**src/rtl/code_sequencer.sv**
```systemverilog
// Button-driven code sequencer: stores up to three switch digits, then plays them back on x.
// Optional feature: define SEQ_AUTOCLEAR_EN to clear stored digits after TIMEOUT idle cycles.
module code_sequencer #(
    parameter int          DEB_CYCLES = 4,
    parameter logic [2:0]  IDLE_CODE  = 3'b000,
    parameter int          TIMEOUT    = 1000
) (
    input  logic       clk,
    input  logic       reset,
    input  logic [2:0] sw,
    input  logic       key,
    input  logic       go,
    output logic [2:0] x,
    output logic       busy,
    output logic [1:0] count,
    output logic       err
);
    localparam int CW = $clog2(DEB_CYCLES + 1);

    typedef enum logic {COLLECT, PLAY} state_t;

    // Handshake: key/go are level inputs; each produces a one-cycle event on the
    // 0->1 edge of its debounced level. There is no valid/ready backpressure.
    logic [2:0]         sw_s1_q, sw_s2_q;
    logic [1:0]         btn_s1_q, btn_s2_q;      // [0]=key, [1]=go
    logic [1:0]         db_q, db_d, db_dly_q;
    logic [1:0][CW-1:0] cnt_q, cnt_d;
    logic               key_evt, go_evt;

    state_t             state_q, state_d;
    logic [2:0]         x_q, x_d;
    logic [1:0]         count_q, count_d;
    logic               err_q, err_d;
    logic [1:0]         idx_q, idx_d;
    logic [2:0][2:0]    dig_q, dig_d;

    always_comb begin
        for (int i = 0; i < 2; i++) begin
            db_d[i]  = db_q[i];
            cnt_d[i] = '0;
            if (btn_s2_q[i] != db_q[i]) begin
                if (cnt_q[i] == CW'(DEB_CYCLES - 1)) db_d[i] = btn_s2_q[i];
                else                                  cnt_d[i] = cnt_q[i] + 1'b1;
            end
        end
    end

    assign key_evt = db_q[0] & ~db_dly_q[0];
    assign go_evt  = db_q[1] & ~db_dly_q[1];

`ifdef SEQ_AUTOCLEAR_EN
    localparam int TW = $clog2(TIMEOUT + 1);
    logic [TW-1:0] idle_q, idle_d;
`endif

    always_comb begin
        state_d = state_q;
        x_d     = IDLE_CODE;
        count_d = count_q;
        err_d   = err_q;
        idx_d   = idx_q;
        dig_d   = dig_q;
`ifdef SEQ_AUTOCLEAR_EN
        idle_d  = '0;
`endif
        case (state_q)
            COLLECT: begin
                // A play event takes priority and swallows a coincident key event.
                if (go_evt && count_q != 2'd0) begin
                    state_d = PLAY;
                    x_d     = dig_q[0];
                    idx_d   = 2'd1;
                end else if (key_evt) begin
                    if (count_q != 2'd3) begin
                        dig_d[count_q] = sw_s2_q;
                        count_d        = count_q + 2'd1;
                    end else begin
                        err_d = 1'b1;
                    end
                end
`ifdef SEQ_AUTOCLEAR_EN
                else if (count_q != 2'd0) begin
                    if (idle_q == TW'(TIMEOUT - 1)) begin
                        count_d = 2'd0;
                        err_d   = 1'b0;
                    end else begin
                        idle_d = idle_q + 1'b1;
                    end
                end
`endif
            end
            PLAY: begin
                if (idx_q == count_q) begin
                    state_d = COLLECT;
                    count_d = 2'd0;
                    err_d   = 1'b0;
                    idx_d   = 2'd0;
                end else begin
                    x_d   = dig_q[idx_q];
                    idx_d = idx_q + 2'd1;
                end
            end
            default: state_d = COLLECT;
        endcase
    end

    always_ff @(posedge clk or negedge reset) begin
        if (!reset) begin
            sw_s1_q  <= '0;
            sw_s2_q  <= '0;
            btn_s1_q <= '0;
            btn_s2_q <= '0;
            db_q     <= '0;
            db_dly_q <= '0;
            cnt_q    <= '0;
            state_q  <= COLLECT;
            x_q      <= IDLE_CODE;
            count_q  <= '0;
            err_q    <= 1'b0;
            idx_q    <= '0;
            dig_q    <= '0;
`ifdef SEQ_AUTOCLEAR_EN
            idle_q   <= '0;
`endif
        end else begin
            sw_s1_q  <= sw;
            sw_s2_q  <= sw_s1_q;
            btn_s1_q <= {go, key};
            btn_s2_q <= btn_s1_q;
            db_q     <= db_d;
            db_dly_q <= db_q;
            cnt_q    <= cnt_d;
            state_q  <= state_d;
            x_q      <= x_d;
            count_q  <= count_d;
            err_q    <= err_d;
            idx_q    <= idx_d;
            dig_q    <= dig_d;
`ifdef SEQ_AUTOCLEAR_EN
            idle_q   <= idle_d;
`endif
        end
    end

    assign x     = x_q;
    assign busy  = (state_q == PLAY);
    assign count = count_q;
    assign err   = err_q;
endmodule

```
**config.mk**
```make
export PLATFORM = sky130hd
export DESIGN_NAME = code_sequencer
export DESIGN_NICKNAME = d
export VERILOG_FILES = /design/src/rtl/code_sequencer.sv
export SDC_FILE = /design/constraint.sdc
export NUM_CORES = 1
export LEC_CHECK = 0
export CAP_MARGIN = 40
export CORE_ASPECT_RATIO = 0.8
export CORE_MARGIN = 2
export CORE_UTILIZATION = 40
export CTS_BUF_LIST = sky130_fd_sc_hd__clkbuf_2
export DETAILED_ROUTE_END_ITERATION = 10
export DONT_BUFFER_PORTS = 1
export GPL_TIMING_DRIVEN = 0
export HOLD_SLACK_MARGIN = 0.12
export PLACE_DENSITY = 0.66
export SLEW_MARGIN = 25
export SYNTH_ARGS = -nofsm -noshare
export SYNTH_HDL_FRONTEND = slang
export SYNTH_SLANG_ARGS = --single-unit
```
**constraint.sdc**
```tcl
create_clock -name clk -period 5.5 [get_ports clk]
set_input_delay 0.55 -clock clk [delete_from_list [all_inputs] [get_ports clk]]
set_output_delay 0.55 -clock clk [all_outputs]
set_load 0.02 [all_outputs]
```
==> impl_metrics.py, run 1 <==
metrics = {
    "run_status": {
        "outcome": "completed",
    },
    "global_route": {
        "antenna_found_initial": 0,
        "grtUsageTotal": 0.126,
        "first_global_vias": 897,
        "grt_start_max_net_pins": 39,
        "grt_overflow_total": 0,
        "grt_pass1_wl_mm": 4.08,
    },
    "yosys": {
        "synth_top_cell_area_share": 0.609,
        "syn_nets": 126,
        "synth_top_flop_cell": "dfrtp_1",
        "ys_types": 29,
        "synth_area_sq_um": 1560,
        "async_flop_share": 1.00,
        "yosys-top-cells-count": "dfrtp_1, mux2_2, ha_1, inv_1, nor3b_1",
        "synth_edf_count": 0,
        "synth_seq_cells": 38,
        "synthTopCellsByArea": "dfrtp_1, mux2_2, ha_1",
        "seq_area_frac_synth": 0.609,
        "yosysWarningCount": 0,
        "synthCells": 113,
        "syn_area_per_cell_sq_um": 13.8,
        "synth.most_common_cell": "dfrtp_1",
        "synth_top_area_cell": "dfrtp_1",
    },
    "setup_path": {
        "crit_type": "reg -> reg",
        "regToRegEndpoint": "dig_q[8]",
        "rrSetupSlack_ps": 3200,
        "r2r-start": "count[0]",
        "arrival_ps": 2570,
        "cp-end-kind": "flop",
        "worstPathMaxFanout": 9,
        "rr_worst_depth": 6,
        "startpoint_type": "flop",
        "cp.required_ps": 5760,
    },
    "detailed_routing": {
        "finalWirelength_mm": 2.46,
        "wl_per_cell_um": 13.8,
        "num_vias": 902,
        "routed_via_density": 5.07,
        "drt_iter0_drc": 56,
        "drc": 0,
        "dr.pass1.iters": 4,
        "ant_nets": 0,
    },
    "cts": {
        "cts_made_buffers": 5,
        "path_clk_slew_ps": 170,
        "post_cts_buffers": 0,
        "cts-root-buf": "clkbuf_2",
        "clock_sinks": 38,
        "ctsHtreeMaxLevel": 2,
        "cts_buffer_depth": 2,
        "clk_latency_ps": 360,
        "cts_tree": "built",
    },
    "cells_and_area": {
        "fin_util": 0.450,
        "nets": 135,
        "drive_gt1_frac": 0.203,
        "nFillCells": 339,
        "n_antenna_cell": 0,
        "syn_to_final_growth_pct": 8.81,
    },
    "sta": {
        "rsz0062_at_grt": "false",
        "timing.fmax_ghz": 0.434,
        "tns_ps": 0,
        "setup_viol": 0,
        "hold_viol": 0,
        "worst_pin_slew_ps": 521,
        "slew_headroom": 0.653,
        "min_period_ps": 2300,
        "post-route-period-util": 0.419,
        "finClkSkew_ps": 9.28,
        "slew_violations": 0,
    },
    "min_path": {
        "hold_depth": 0,
        "hold_start": "sw[2]",
        "hold_path_end": "sw_s1_q[2]",
        "hold_class": "in -> reg",
    },
    "power_and_ir_drop": {
        "cellLeakagePower_nw": 0.768,
        "power_w": 0.000879,
        "powerDensity_nw_per_um2": 517,
        "ir_worst_vdd_uv": 150,
    },
    "floorplan": {
        "dieArea_sq_um": 4420,
        "start_util": 0.413,
        "rows": 20,
        "io_pins": 14,
        "dieHeight_um": 59.9,
        "core_sq_um": 3780,
        "die_x_um": 73.9,
    },
    "placed_design": {
        "gp_congestion": 0.774,
        "hpwl_mm": 1.66,
        "port_buffers": 0,
    },
    "flow_run": {
        "drv_cap": 0,
    },
}
==> cells in the final DEF (no fill, tap or decap), drive strengths merged <==
cell,count
or2,1
a41oi,1
o211ai,1
dlygate4sd3,1
o311a,1
inv,6
or3b,1
nor3,3
clkbuf,7
xnor2,4
nand2,3
a32o,1
nand2b,1
dfrtp,38
nor3b,5
nor4b,1
nor2,2
buf,4
o2bb2ai,4
nor2b,3
mux2,11
a21o,1
a21oi,3
mux2i,3
clkinv,2
nand3,3
o2111ai,2
ha,6
a221o,1
a22o,3
==> what timing repair did <==
item / in CTS / in global routing
hold endpoints to repair: 38 / 0
resized for setup: 0 / 0
hold buffers: 2 / 0
==> layer usage <==
metal  vias up  GRT usage  wire [um]
met3         4     0.0489        139
li1        425          -          -
met2        25      0.179       1110
met1       448      0.168       1170
met4         0     0.0649         37
met5         -          0          0
==> flip-flops by register name, summed over array words and instances (netlist names) <==
name,cells
dig_q,9
sw_s2_q,3
btn_s1_q,2
x,3
err,1
sw_s1_q,3
cnt_q,6
db_dly_q,2
count,2
idx_q,2
busy,1
btn_s2_q,2
db_q,2
==> worst max-delay path: stages (launching register included) <==
cell and delay, ps:
dfrtp_1 680, inv_1 160, ha_1 260, or3b_1 370, buf_2 180, nand3_1 200, mux2_2 360
==> stage by stage <==
stage	cells	hold slack [ps]	area, sq um	setup slack [ps]
2_1_floorplan	113	254	1560	3490
3_3_place_gp	168	255	1630	3290
3_5_place_dp	168	256	1630	3240
4_1_cts	178	152	1700	3210
5_1_grt	178	131	1700	3130
6_report	178	197	1700	3200
==> power breakdown <==
part	switching, W	internal [W]	total (W)
Sequential	0.0000917	0.000368	0.000459
Combinational	0.000150	0.000156	0.000306
Clock	0.0000823	0.0000313	0.000114
Total	0.000324	0.000555	0.000879
==> layout make-up <==
| class | count | area [sq um] | share of cell area |
|---|---|---|---|
| buffer | 4 | 26.3 | 0.0155 |
| clock buffer | 6 | 30.0 | 0.0177 |
| clock inverter | 2 | 8.76 | 0.00515 |
| inverter | 6 | 22.5 | 0.0133 |
| multi-input combinational | 65 | 562 | 0.331 |
| sequential | 38 | 951 | 0.560 |
| tap | 55 | 68.8 | 0.0405 |
| timing repair buffer | 2 | 30.0 | 0.0177 |
==> worst max-delay path by stage <==
stage	startpoint	end	slack [ps]	cells past startpoint
6_report	count[0]	dig_q[8]	3200	6
4_1_cts	count[0]	dig_q[8]	3210	6
2_1_floorplan	count[0]	dig_q[3]	3490	6
5_1_grt	count[0]	dig_q[4]	3130	6
3_3_place_gp	count[0]	dig_q[6]	3290	6
3_5_place_dp	count[0]	dig_q[8]	3240	6
==> cells by family after synthesis <==
kind of cell / synth area share
buffers and inverters: 0.0312
AND/OR/NAND/NOR: 0.0962
XOR/XNOR: 0.0224
AO/OA/AOI/OAI: 0.0946
multiplexers: 0.0986
adder cells (fa/ha/maj): 0.0481
flip-flops: 0.609
(Power assumes the default switching activity.)
==> run 2, diff against run 1 <==
Clock period 5.5 ns to 2.38 ns, I/O delays scaled along.
==> impl_metrics.py, run 2 (synthesis gave the netlist of run 1 again) <==
metrics = {
    "run_status": {
        "outcome": "completed",
    },
    "setup_path": {
        "worstPathMaxFanout": 9,
        "path_buf_inv": 2,
        "cp_cell_sequence": "inv_1 > ha_1 > or3b_1 > buf_2 > nand3_1 > mux2_2",
        "cp-end-kind": "flop",
        "startpoint_type": "flop",
        "crit_cells": 6,
        "crit_type": "reg -> reg",
        "arrival_ps": 2560,
        "crit_slowest_cell": "dfrtp_1",
        "cpPeakStageDelay_ps": 670,
        "rr_worst_depth": 6,
        "cp.required_ps": 2650,
        "critPathTopFamily": "flip-flops",
    },
    "placed_design": {
        "hpwl_mm": 1.66,
        "dpl_cell_area_sq_um": 1630,
        "port_buffers": 0,
        "gp_congestion": 0.774,
        "dp_cells": 168,
    },
    "cts": {
        "cts_resized": 0,
        "clk_latency_ps": 360,
        "cts_tree": "built",
        "ctsHtreeMaxLevel": 2,
        "cts_made_buffers": 5,
        "cts_buffer_depth": 2,
        "clock_sinks": 38,
        "path_clk_slew_ps": 170,
        "cts-root-buf": "clkbuf_2",
    },
    "sta": {
        "timing.fmax_ghz": 0.437,
        "worst_pin_slew_ps": 500,
        "rsz0062_at_grt": "false",
        "setup_viol": 0,
        "finClkSkew_ps": 9.22,
        "slew_violations": 0,
        "whs_ps": 330,
        "tns_ps": 0,
        "min_period_ps": 2290,
        "hold_viol": 0,
        "post-route-period-util": 0.961,
        "slew_headroom": 0.667,
    },
    "detailed_routing": {
        "finalWirelength_mm": 2.46,
        "num_vias": 911,
        "dr.pass1.iters": 4,
        "wl_per_cell_um": 13.5,
        "routed_via_density": 4.98,
        "ant_nets": 0,
        "drc": 0,
        "drt_iter0_drc": 60,
    },
    "global_route": {
        "grt_pass1_wl_mm": 4.14,
        "antenna_found_initial": 0,
        "grtUsageTotal": 0.128,
        "first_global_vias": 928,
        "grt_start_max_net_pins": 39,
        "grt_overflow_total": 0,
    },
    "power_and_ir_drop": {
        "powerDensity_nw_per_um2": 1160,
        "ir_worst_vdd_uv": 352,
        "cellLeakagePower_nw": 0.789,
    },
    "cells_and_area": {
        "largest_reg_flops": 9,
        "stdcell_count": 183,
        "layout_common_cells": "dfrtp_1, mux2_2, clkbuf_2",
        "drive_gt1_frac": 0.195,
        "largest-register": "dig_q",
        "reg.largest.list": "dig_q x9, cnt_q x6",
        "final_common_cell": "dfrtp_1",
        "nets": 140,
        "n_antenna_cell": 0,
        "syn_to_final_growth_pct": 12.0,
        "finalInstanceArea_sq_um": 1750,
        "fin_util": 0.463,
    },
    "floorplan": {
        "start_util": 0.413,
        "core_sq_um": 3780,
        "dieArea_sq_um": 4420,
        "dieHeight_um": 59.9,
        "rows": 20,
        "die_x_um": 73.9,
        "io_pins": 14,
    },
    "flow_run": {
        "drv_cap": 0,
    },
    "min_path": {
        "hold_class": "in -> async",
    },
}
[run 2: changes by cell type in the layout (fill, tap and decap cells not counted), sizes merged]
cell / previous run / this run
dlygate4sd3: 1 / 6
[run 2: final cells by class]
type | count | area (sq um)
Inverter | 6 | 22.5
Tap cell | 55 | 68.8
Multi-Input combinational cell | 65 | 562
Fill cell | 340 | 2030
Clock buffer | 6 | 30.0
Timing Repair Buffer | 7 | 80.1
Sequential cell | 38 | 951
Clock inverter | 2 | 8.76
Buffer | 4 | 26.3
[run 2: worst reg2reg max path, cell delays in order (launching register included)]
cell,delay (ps)
dfrtp_1,670
inv_1,160
ha_1,260
or3b_1,370
buf_2,180
nand3_1,200
mux2_2,360
[run 2: where the power goes]
| part | switching, W | internal [W] | leakage, nW |
|---|---|---|---|
| combinational | 0.000344 | 0.000366 | 0.290 |
| sequential | 0.000210 | 0.000850 | 0.469 |
| clock | 0.000192 | 0.0000724 | 0.0304 |
| total | 0.000746 | 0.00129 | 0.789 |
[run 2: layer usage]
layer | vias up | wire length (um) | GRT usage
li1 | 435 | - | -
met1 | 449 | 1160 | 0.167
met2 | 23 | 1140 | 0.186
met3 | 4 | 128 | 0.0489
met4 | 0 | 37 | 0.0649
met5 | - | 0 | 0
[run 2: through the flow]
step | setup slack (ps) | total power (W)
2_1_floorplan | 368 | 0.00162
3_3_place_gp | 165 | 0.00172
3_5_place_dp | 123 | 0.00176
4_1_cts | 86.6 | 0.00206
5_1_grt | 11.2 | 0.00220
6_report | 93.4 | 0.00203
[run 2: worst paths after layout]
kind / from / end / slack (ps)
worst max register to register: count[0] / dig_q[8] / 90
min in group clk: sw_s1_q[2] / sw_s2_q[2] / 370
worst max-delay path: count[0] / dig_q[8] / 90
worst min register to register: sw_s1_q[2] / sw_s2_q[2] / 370
max in group asynchronous: reset / btn_s2_q[0] / 1860
worst min-delay path: reset / count[1] / 330
[run 2: timing repair]
action                                 CTS  global route
hold buffers                             7             0
setup buffers                            0             0
endpoints found under the hold margin   43             0
==> run 3, diff against run 2 <==
Settings changed: CTS_BUF_LIST sky130_fd_sc_hd__clkbuf_2 to sky130_fd_sc_hd__clkbuf_16, RECOVER_POWER set to 25.
==> impl_metrics.py, run 3 (synthesis gave the netlist of run 1 again) <==
metrics = {
    "run_status": {
        "outcome": "finished, violations left",
        "violations": "capacitance limit, slew limit",
    },
    "cells_and_area": {
        "n_antenna_cell": 0,
        "syn_to_final_growth_pct": 17.9,
        "stdcell_count": 183,
        "layout_common_cells": "dfrtp_1, mux2_2, inv_1",
        "fin_util": 0.487,
        "multi_input_area_sq_um": 562,
        "largest-register": "dig_q",
        "reg.largest.list": "dig_q x9, cnt_q x6",
        "nFillCells": 327,
        "final-seq-area_sq_um": 951,
        "final_common_cell": "dfrtp_1",
        "largest_reg_flops": 9,
        "drive_gt1_frac": 0.180,
        "nets": 140,
    },
    "global_route": {
        "grtUsageTotal": 0.138,
        "antenna_found_initial": 0,
        "grt_overflow_total": 0,
        "grt_start_max_net_pins": 39,
        "first_global_vias": 944,
        "grt_pass1_wl_mm": 4.31,
    },
    "sta": {
        "tns_ps": 0,
        "slew_violations": 39,
        "setup_viol": 0,
        "post-route-period-util": 0.954,
        "worst_pin_slew_ps": 1630,
        "hold_viol": 0,
        "rsz0062_at_grt": "false",
        "finClkSkew_ps": 4.13,
        "slew_headroom": -0.0837,
        "timing.fmax_ghz": 0.440,
        "min_period_ps": 2270,
    },
    "placed_design": {
        "gp_congestion": 0.774,
        "hpwl_mm": 1.66,
        "port_buffers": 0,
        "dp_cells": 168,
    },
    "setup_path": {
        "startpoint_type": "flop",
        "crit_type": "reg -> reg",
        "cp-end-kind": "flop",
        "crit_start": "count[0]",
        "worstPathMaxFanout": 9,
        "arrival_ps": 2430,
        "r2r-start": "count[0]",
        "rr_worst_depth": 6,
        "crit_end": "dig_q[7]",
        "rrSetupSlack_ps": 110,
        "regToRegEndpoint": "dig_q[7]",
        "cp.required_ps": 2540,
    },
    "cts": {
        "ctsHtreeMaxLevel": 2,
        "cts_resized": 0,
        "cts_made_buffers": 5,
        "clock_sinks": 38,
        "path_clk_slew_ps": 50,
        "cts_tree": "built",
        "clk_latency_ps": 280,
        "cts_buffer_depth": 2,
        "cts-root-buf": "clkbuf_16",
    },
    "flow_run": {
        "drv_cap": 1,
    },
    "power_and_ir_drop": {
        "power_frac_comb": 0.299,
        "p_int_w": 0.00160,
        "power_frac_seq": 0.447,
        "swShare": 0.331,
        "ir_worst_vdd_uv": 402,
        "power_frac_clock": 0.254,
        "cellLeakagePower_nw": 0.835,
        "powerDensity_nw_per_um2": 1300,
        "p_sw_w": 0.000791,
    },
    "detailed_routing": {
        "routed_via_density": 5.03,
        "dr.pass1.iters": 4,
        "num_vias": 920,
        "drt_iter0_drc": 48,
        "ant_nets": 0,
        "drc": 0,
        "wl_per_cell_um": 13.7,
        "finalWirelength_mm": 2.51,
    },
    "floorplan": {
        "dieHeight_um": 59.9,
        "core_sq_um": 3780,
        "io_pins": 14,
        "dieArea_sq_um": 4420,
        "start_util": 0.413,
        "rows": 20,
        "die_x_um": 73.9,
    },
    "min_path": {
        "hold_depth": 0,
        "hold_class": "reg -> reg",
    },
}
[run 3: final cells by class]
class                   instances  share of cell area
inverters                       6              0.0122
plain buffers                   4              0.0143
flip-flops and latches         38               0.517
repair buffers                  7              0.0394
clock buffers                   5              0.0680
well taps                      55              0.0374
clock inverters                 3             0.00680
multi-input cells              65               0.305
[run 3: metrics by stage]
step | power [W] | instance area (sq um) | hold slack (ps) | setup slack (ps)
floorplan | 0.00162 | 1560 | -57.6 | 368
global placement | 0.00172 | 1630 | -56.7 | 165
detailed placement | 0.00176 | 1630 | -56.4 | 123
CTS | 0.00242 | 1850 | 348 | 100
global route | 0.00256 | 1840 | 367 | 25.7
finish | 0.00239 | 1840 | 347 | 109
[run 3: layer usage]
layer	vias to the layer above	GRT usage	wire length, um
met4	0	0.0961	84
met5	-	0	0
li1	433	-	-
met2	19	0.185	1120
met1	460	0.178	1160
met3	8	0.0590	142
[run 3: power groups by stage]
stage | logic, W | clock network (W) | registers (W)
floorplan | 0.000581 | 0 | 0.00103
global placement | 0.000657 | 0 | 0.00107
detailed placement | 0.000686 | 0 | 0.00108
CTS | 0.000720 | 0.000630 | 0.00107
global route | 0.000797 | 0.000663 | 0.00110
finish | 0.000713 | 0.000607 | 0.00107
[run 3: worst max-delay path, cell delays in order, from the launching register on]
cell and delay, ps:
dfrtp_1 630, inv_1 160, ha_1 260, or3b_1 370
buf_2 180, nand3_1 190, mux2_2 360
[run 3: worst min path at each step]
stage	slack (ps)	end	startpoint
6_report	350	sw_s2_q[2]	sw_s1_q[2]
5_1_grt	370	sw_s2_q[0]	sw_s1_q[0]
3_5_place_dp	-60	err	reset
2_1_floorplan	-60	btn_s1_q[0]	reset
4_1_cts	350	sw_s2_q[2]	sw_s1_q[2]
3_3_place_gp	-60	err	reset
[run 3: repair_timing]
action,in CTS,in global routing
hold buffers,7,0
endpoints found under the hold margin,43,0
buffers inserted,0,0
==> RTL edit (settings of run 3) <==
The parameter `DEB_CYCLES` goes from 4 to 8.
--- a/src/rtl/code_sequencer.sv
+++ b/src/rtl/code_sequencer.sv
@@ -1,7 +1,7 @@
 // Button-driven code sequencer: stores up to three switch digits, then plays them back on x.
 // Optional feature: define SEQ_AUTOCLEAR_EN to clear stored digits after TIMEOUT idle cycles.
 module code_sequencer #(
-    parameter int          DEB_CYCLES = 4,
+    parameter int          DEB_CYCLES = 8,
     parameter logic [2:0]  IDLE_CODE  = 3'b000,
     parameter int          TIMEOUT    = 1000
 ) (
Check against the original RTL: not equivalent (a bounded check fails within 10 cycles, from zero or initial values and one cycle with reset low).
==> RTL edit against run 3 <==
Non-clock buffer count is 1 higher. Synthesized cell count grew 13%. Combinational power decreased by 6.2%. Sequential cell count grew 2. Global-route usage fell by 0.22 points. Power increased by 5.0%. Setup slack improved by 53 ps. Area after synthesis increased by 7.9%. Design area is 8.3% higher. Wire length grew 9.2%. Sequential share of layout area shrank 1.4 points. Critical path type unchanged.
==> RTL edit: results <==
status:
  status: "complete, no violations"
global_routing:
  grt.total_usage_pct: 13.6
  grt_use_met2_pct: 20.9
  met3_usage_pct: 5.35
layout:
  seq_cell_count: 40
  nNonClkInverters: 4
  seq-cell-share_pct: 50.2
  nets: 155
  buffer_area_share_pct: 4.58
  nNonClkBuffers: 12
  reg.largest.list: "dig_q (9), cnt_q (8)"
  multi_input_cells: 79
  fillCellCount: 364
  drive_gt1_share_pct: 16.1
  multi_input_area_sq_um: 642
place:
  place.gp.congestion: 0.867
  post_dp_cell_area_sq_mm: 0.00176
worst_setup_path:
  cp_top_family: "buffers and inverters"
  r2r_cells: 7
  r2r_setup_slack_ps: 160
  cp.arrival_ps: 2390
  r2r-end: "dig_q[6]"
  worstPathMaxFanout: 10
logic_synthesis:
  synth-adder-area-share_pct: 4.46
  synth.area.top_cells: "dfrtp_1 (59%), ha_1 (4.5%), mux2_1 (4.0%)"
  synth-xor-area-share_pct: 4.16
drt:
  drtIter0Drc: 32
  met2_wirelength_um: 1220
  vias: 990
pwr:
  p_sw_w: 0.000806
  ir_worst_vdd_mv: 0.398
worst_hold_path:
  whs_endpoint: "btn_s2_q[1]"
die:
  rows: 21
-- RTL edit: cell count changes after synthesis, sizes merged, moves of 2 or more --
cell / change
mux2i: +2
xnor2: +2
nor2: +8
nor3b: -4
inv: -2
dfrtp: +2
nand3: +5
xor2: +2
o21ai: +2
-- RTL edit: per-stage QoR --
step                      setup slack (ps)  hold WS, ps  std cells  power [W]  utilization (%)
after floorplan                        372        -57.6        128    0.00158                -
after CTS                              158          350        200    0.00254             48.7
final                                  162          347        200    0.00251             48.3
after global routing                  63.7          353        200    0.00267             48.3
after detailed placement               163        -57.0        185    0.00174             42.6
after global placement                 196        -56.9        185    0.00169             42.6
-- RTL edit: power by group through the flow --
stage	Sequential [W]	Combinational [W]	Clock (W)
after floorplan	0.00104	0.000541	0
after global placement	0.00108	0.000613	0
after detailed placement	0.00109	0.000648	0
after CTS	0.00108	0.000682	0.000778
after global routing	0.00111	0.000757	0.000804
final	0.00107	0.000669	0.000762
